### config.mk
export PLATFORM = sky130hd
export DESIGN_NAME = conv_accumulator
export DESIGN_NICKNAME = d
export VERILOG_FILES = /design/src/rtl/conv_accumulator.sv
export SDC_FILE = /design/constraint.sdc
export NUM_CORES = 1
export LEC_CHECK = 0
export ABC_AREA = 1
export BUFFER_PORTS_ARGS = -buffer_cell sky130_fd_sc_hd__buf_4
export CAP_MARGIN = 20
export CORE_MARGIN = 4
export CORE_UTILIZATION = 65
export CTS_BUF_LIST = sky130_fd_sc_hd__clkbuf_4 sky130_fd_sc_hd__clkbuf_8
export DETAILED_ROUTE_END_ITERATION = 8
export PLACE_DENSITY = 0.87
export SLEW_MARGIN = 40
export SYNTH_ARGS = -nofsm -noshare
export SYNTH_HDL_FRONTEND = slang
export SYNTH_SLANG_ARGS = --single-unit
### constraint.sdc
create_clock -name clk -period 4.9 [get_ports clk]
set_clock_uncertainty 0.2 [all_clocks]
set_input_delay 0.735 -clock clk [delete_from_list [all_inputs] [get_ports clk]]
set_output_delay 0.735 -clock clk [all_outputs]
set_load 0.02 [all_outputs]
### src/rtl/conv_accumulator.sv
// conv_accumulator
//   Sums every TAPS consecutive signed tap products into one saturated
//   partial sum and hands it downstream over a valid/ready handshake.
//
// Ports
//   clk        rising-edge clock
//   rst_n      synchronous active-low reset
//   clear      synchronous abort of the partial window and any pending result
//   in_valid   in_data holds a product
//   in_ready   product accepted this cycle (follows out_ready while holding)
//   in_data    signed product, IN_WIDTH bits
//   out_valid  out_data/out_ovf hold a completed window sum
//   out_ready  downstream consumes the result this cycle
//   out_data   signed saturated window sum, ACC_WIDTH bits
//   out_ovf    a saturation occurred somewhere in this window
module conv_accumulator #(
    parameter int IN_WIDTH  = 16,
    parameter int ACC_WIDTH = 30,
    parameter int TAPS      = 9
) (
    input  logic                 clk,
    input  logic                 rst_n,
    input  logic                 clear,
    input  logic                 in_valid,
    output logic                 in_ready,
    input  logic [IN_WIDTH-1:0]  in_data,
    output logic                 out_valid,
    input  logic                 out_ready,
    output logic [ACC_WIDTH-1:0] out_data,
    output logic                 out_ovf
);

    localparam int CNT_W = (TAPS > 1) ? $clog2(TAPS) : 1;
    localparam logic [CNT_W-1:0]     LAST    = CNT_W'(TAPS - 1);
    localparam logic [ACC_WIDTH-1:0] ACC_MAX = {1'b0, {(ACC_WIDTH-1){1'b1}}};
    localparam logic [ACC_WIDTH-1:0] ACC_MIN = {1'b1, {(ACC_WIDTH-1){1'b0}}};

    typedef enum logic {ACCUM, HOLD} state_t;

    state_t               state;
    logic [CNT_W-1:0]     cnt;
    logic [ACC_WIDTH-1:0] acc;
    logic                 ovf;

    logic [ACC_WIDTH-1:0] ext;
    logic [ACC_WIDTH:0]   sum;
    logic [ACC_WIDTH-1:0] nxt_acc;
    logic                 nxt_ovf;
    logic                 in_acc;
    logic                 out_acc;

    // While holding a result, a new product may only enter if the result
    // leaves in the same cycle, so in_ready mirrors out_ready.
    assign in_ready = (state == ACCUM) || out_ready;
    assign in_acc   = in_valid && in_ready;
    assign out_acc  = out_valid && out_ready;

    // Load on tap 0, otherwise add with one guard bit; a guard/sign
    // disagreement means the true sum left the ACC_WIDTH range.
    always_comb begin
        ext     = {{(ACC_WIDTH-IN_WIDTH){in_data[IN_WIDTH-1]}}, in_data};
        sum     = {acc[ACC_WIDTH-1], acc} + {ext[ACC_WIDTH-1], ext};
        nxt_acc = sum[ACC_WIDTH-1:0];
        nxt_ovf = ovf;
        if (cnt == '0) begin
            nxt_acc = ext;
            nxt_ovf = 1'b0;
        end else if (sum[ACC_WIDTH] != sum[ACC_WIDTH-1]) begin
            nxt_acc = sum[ACC_WIDTH] ? ACC_MIN : ACC_MAX;
            nxt_ovf = 1'b1;
        end
    end

    always_ff @(posedge clk) begin
        if (!rst_n) begin
            state     <= ACCUM;
            cnt       <= '0;
            acc       <= '0;
            ovf       <= 1'b0;
            out_valid <= 1'b0;
            out_data  <= '0;
            out_ovf   <= 1'b0;
        end else if (clear) begin
            state     <= ACCUM;
            cnt       <= '0;
            out_valid <= 1'b0;
        end else begin
            if (out_acc) begin
                out_valid <= 1'b0;
                state     <= ACCUM;
            end
            // In HOLD an input accept implies an output accept and cnt==0,
            // so the product naturally starts the next window here.
            if (in_acc) begin
                acc <= nxt_acc;
                ovf <= nxt_ovf;
                if (cnt == LAST) begin
                    cnt       <= '0;
                    out_data  <= nxt_acc;
                    out_ovf   <= nxt_ovf;
                    out_valid <= 1'b1;
                    state     <= HOLD;
                end else begin
                    cnt <= cnt + CNT_W'(1);
                end
            end
        end
    end

endmodule

# After elaboration in Yosys (flattened, before gate mapping)
# Index checks and enable logic that the tools add are counted.
[totals] reg_bits=68 latchBits=0 ramBits=0 rom_bits=0 in_bits=21 out_inout_bits=33 elab_cells=33 memories=0
[op_classes] addsub=2 mul=0 div_mod_pow=0 order_cmp=0 eq_ne=2 n_shift=0 n_mux=12 bitwise=3 n_reduce_logical=7
[ops] cell="30-bit 2-to-1 mux" n=3
[ops] cell="30-bit by 16-bit adder with 31-bit output" n=1
[ops] cell="1-bit 2-to-1 mux" n=8
[ops] cell="4-bit by 1-bit adder with 4-bit output, second input constant" n=1
[ops] cell="4-bit == test, second input constant" n=1
[ops] cell="4-bit zero test" n=1
[ops] cell="4-bit 2-to-1 mux" n=1
[ops] cell="1-bit inverter" n=3
[ops] cell="3-bit AND reduction" n=1
[ops] cell="1-bit logical AND" n=2
[ops] cell="2-bit AND reduction" n=1
[ops] cell="2-bit OR reduction" n=1
[ops] cell="1-bit logical OR" n=1
[ops] cell="1-bit inequality test" n=1

# Depth between registers and ports, before layout
[depth] word_depth=4 ltp_mapped=18 ltp_nobuf=17

# Worst setup path after synthesis
# OpenSTA, ideal clock, no wires.
[synth_path] path_type="input -> register" startpoint="in in_data[0]" endpoint="reg out_data[10]" setup_time_ns=0.128 t_arrival_ns=2.651 required_time_ns=4.572 slack_ns=1.920 stages=17 path_buffers=1 cell_sequence="ha_1 -> fa_1 -> nand2_1 -> nand3_1 -> nand3_1 -> nand2_1 -> nand2_1 -> nand2_2 -> nand2_2 -> nand2_1 -> nand2_1 -> nand2_4 -> nor2_4 -> buf_6 -> nor2_2 -> o21bai_2 -> a21oi_1"
[synth_between] elab_chain_cells=4 elab_cells_between_ends=5 cone_classes="add/sub: 1; eq/ne: 1; mux: 3"
[synth_lines] item="start: declaration" line_no="26" text="input logic [IN_WIDTH-1:0] in_data,"
[synth_lines] item="30-bit by 16-bit adder with 31-bit output *" line_no="62" text="sum = {acc[ACC_WIDTH-1], acc} + {ext[ACC_WIDTH-1], ext};"
[synth_lines] item="30-bit 2-to-1 mux / 1-bit inequality test (equally long branches)" line_no="69, 68"
[synth_lines] item="30-bit 2-to-1 mux *" line_no="68" text="end else if (sum[ACC_WIDTH] != sum[ACC_WIDTH-1]) begin"
[synth_lines] item="30-bit 2-to-1 mux *" line_no="65" text="if (cnt == '0) begin"
[synth_lines] item="end signal: assignment" line_no="99" text="out_data <= nxt_acc;"
[synth_lines] item="end: declaration" line_no="29" text="output logic [ACC_WIDTH-1:0] out_data,"
# Every way passes the cells marked *; elsewhere a longest branch is shown, timed or not.
# A chain may end at the register's enable or synchronous reset.

# Final worst setup path
[layout_path] startpoint="in in_data[0]" endpoint="reg out_data[18]"
# Same word-level chain as after synthesis.

==> metrics <==
CTS Root Cell=sky130_fd_sc_hd__clkbuf_8; cell depth of the worst hold path=2; latest clock arrival within the worst-skew pair=0.36 ns; post-synthesis cell count=approximately 740; slew at the pin closest to its max-slew limit=approximately 0.65 ns; mean cell area of the mapped netlist=about 6.5 um^2; final antenna-violating net count=0; area growth from synthesis to layout=12.54%; maximum buffer depth of the clock tree=2; register bit total from synthesis=68; total met3 wirelength after detailed routing=1160 um; number of enable flip-flop cells after synthesis=0; fraction of the cycle the final worst path needs=a little over two thirds; total number of vias=roughly 5,200; min-delay worst type=flop to flop; Horiz. Die Dim=94.19 um; total count of hold-check failures in the final report=0; worst max-slew margin expressed relative to the limit=roughly 57%; Critical Path AT=between 3 and 4 ns; peak fanout along the critical path=16; proportion of layout cells with a drive suffix above 1=between 15 and 20%; switching share of power=between 30% and 40%; number of cells traversed by the worst register-to-register path=16; Max Freq=289.3 MHz; total power after layout=1.458 mW; final instance area=0.005434 mm^2; Total Neg Setup Slack=0 ns; per-cell via count in the routed design=~6; Critical Path Start Type=primary input; library cell with the highest instance count after synthesis=sky130_fd_sc_hd__nand2_1; initial antenna violation count=0; standby leakage power=roughly 2.6 nW; commonest cells in the synthesized netlist=sky130_fd_sc_hd__nand2_1, sky130_fd_sc_hd__a21oi_1, sky130_fd_sc_hd__dfxtp_1; setup-violating endpoint count in the final report=0; peak ir drop on the vdd network=between 0.2 and 0.25 mV; Req. time, crit path=a little under 5 ns; Final HPWL DP=approximately 11,000 um; number of global-route vias before repair=about 5,000; highest metal layer with signal wires=met4; power per unit of standard cell area=between 200 and 300 mW/mm^2; area of the core region=approximately 0.0073 mm^2; Clk pwr share=approximately 30%; diodes inserted=0; largest net degree at the start of global routing=50; number of nets in the finished design=837; Slew Viols, Final=0; total length of routed wires=roughly 14,000 um; CTS hold repair buffers=0; Synth top area share=approximately 28%; Internal Power=0.9040 mW; GRT Resource Usage Total=between 30% and 40%; Slowest-stage cell, CP=sky130_fd_sc_hd__nor2_4; unrepaired setup endpoints after global routing=false; Top cell by count, worst path=sky130_fd_sc_hd__nand2_1; deepest level of the CTS H-tree=3; worst setup path category=primary input to flop; area of the die=just under 0.009 mm^2; leftover overflow at the end of global routing=0; number of distinct standard cells referenced by the synthesized netlist=35; number of remaining DRC errors=0; nets in the synthesized netlist=~800; CTS resizes=0; number of buffers created by CTS=9; placement-stage cell area=around 0.0053 mm^2; total clock sinks=68; routability congestion estimate=a little over 1; detail-routed net length per standard cell=about 16 um; worst path cell trace=buf_4 > ha_1 > fa_1 > nand2_1 > nand3_1 > nand3_1 > nand2_1 > nand2_1 > nand2_2 > nand2_2 > nand2_1 > nand2_1 > nand2_4 > nor2_4 > nor2_1 > o21ai_0 > a21oi_1; part of the Yosys area used for sequential elements=28.19%; switching power of the nets=between 0.5 and 0.6 mW; I/O pin count=54; die height=~94 um; warning count from the yosys run=0; Slowest Stage Delay on Critical Path=between 0.4 and 0.5 ns; result of the run=completed; PortBufs=53; number of buffers inserted by post-CTS setup repair=0; minimum period implied by the final worst setup slack=3.456 ns; top cells by area, synth=sky130_fd_sc_hd__dfxtp_1, sky130_fd_sc_hd__nand2_1, sky130_fd_sc_hd__a21oi_1; Comb power frac=a little under a third; register share of total power=~40%; Pre-antenna DRT Iters=6; proportion of synthesized flip-flops having asynchronous set or reset=0%; CTS tree=built; Max Cap Violations=0; ys flop type=sky130_fd_sc_hd__dfxtp_1; cell row count=31; wire length of the first global-routing pass=22,900 um; Detail Route met2 WL=6264 um; starting density of the core=between 60% and 70%; detailed-route wire length on metal 1=6168 um; number of DRC markers after the initial detailed-route iteration=~430; CTS clk-pin slew, worst paths=0.09 ns; area of the mapped netlist=0.004828 mm^2; Hold WS=0.2683 ns; most area-hungry cell type in the Yosys netlist=sky130_fd_sc_hd__dfxtp_1; nature of the critical path endpoint=flop
stage by stage:
step | cells | util, % | worst slack, ns
2_1_floorplan | 739 | - | 1.920
3_3_place_gp | 871 | 72.50 | 1.413
3_5_place_dp | 871 | 72.50 | 1.201
4_1_cts | 887 | 74.92 | 1.489
5_1_grt | 887 | 74.92 | 1.304
6_report | 887 | 74.92 | 1.444
power groups by stage:
stage	Combinational [mW]	Sequential [mW]	Clock, mW
after global routing	0.481	0.584	0.466
after CTS	0.426	0.582	0.440
after detailed placement	0.421	0.595	0
after global placement	0.411	0.594	0
after floorplan	0.327	0.590	0
final	0.437	0.582	0.438
routing by layer:
| layer | vias up | track usage (%) |
|---|---|---|
| met4 | 0 | 12.15 |
| met1 | 2386 | 44.76 |
| met2 | 275 | 50.18 |
| met5 | - | 0 |
| li1 | 2497 | - |
| met3 | 39 | 5.609 |
critical path: cells and delay by family:
kind / cells / cell delay, ns
compound gates: 2 / 0.44
buf+inv: 1 / 0.12
fa+ha+maj: 2 / 0.65
simple gates: 12 / 1.54
flip-flops by register name (all words and copies together), names as in the netlist:
signal	cells
cnt	4
out_data	30
acc	30
out_ovf	1
state	1
ovf	1
out_valid	1
path summary, 6_finish.rpt:
check | from | endpoint | slack [ns]
worst max-delay path | in_data[0] | out_data[18] | 1.44
worst max register to register | acc[0] | out_data[18] | 1.63
worst min-delay path | out_ovf | out_ovf | 0.27
worst min register to register | out_ovf | out_ovf | 0.27
logic make-up after synthesis:
| kind of cell | count (synthesis) | synth area share, % |
|---|---|---|
| DFF | 68 | 28.19 |
| and+or+nand+nor | 353 | 31.02 |
| AOI/OAI and AO/OA | 174 | 20.58 |
| buffers and inverters | 89 | 7.515 |
| xor gates and xnor gates | 22 | 3.991 |
| adders and majority gates | 33 | 8.707 |
cell usage in the layout, fill, tap and decap left out, types with 2 or more instances in the layout:
| master | count |
|---|---|
| sky130_fd_sc_hd__o21bai_1 | 9 |
| sky130_fd_sc_hd__o21ai_0 | 57 |
| sky130_fd_sc_hd__o21ai_2 | 2 |
| sky130_fd_sc_hd__nor3_2 | 2 |
| sky130_fd_sc_hd__xor2_1 | 10 |
| sky130_fd_sc_hd__clkinv_1 | 3 |
| sky130_fd_sc_hd__inv_1 | 64 |
| sky130_fd_sc_hd__clkinvlp_4 | 2 |
| sky130_fd_sc_hd__a21oi_1 | 88 |
| sky130_fd_sc_hd__nand2_1 | 208 |
| sky130_fd_sc_hd__o21bai_2 | 10 |
| sky130_fd_sc_hd__nand3b_1 | 2 |
| sky130_fd_sc_hd__clkbuf_8 | 9 |
| sky130_fd_sc_hd__nor3_1 | 8 |
| sky130_fd_sc_hd__inv_6 | 2 |
| sky130_fd_sc_hd__buf_4 | 55 |
| sky130_fd_sc_hd__nor2_2 | 17 |
| sky130_fd_sc_hd__dfxtp_1 | 68 |
| sky130_fd_sc_hd__nand2_2 | 15 |
| sky130_fd_sc_hd__a21oi_2 | 3 |
| sky130_fd_sc_hd__nand4_1 | 5 |
| sky130_fd_sc_hd__xnor2_1 | 12 |
| sky130_fd_sc_hd__nor2_1 | 64 |
| sky130_fd_sc_hd__nand3_1 | 28 |
| sky130_fd_sc_hd__ha_1 | 32 |
| sky130_fd_sc_hd__clkinv_2 | 2 |
cell type report:
class | instances | area [um^2]
multi-input combinational | 582 | 3109
fill | 582 | 1819
sequential | 68 | 1361
timing repair buffer | 55 | 412.9
inverter | 67 | 251.5
clock buffer | 9 | 123.9
tap | 99 | 123.9
clock inverter | 7 | 51.30
(Power assumes the default switching activity.)
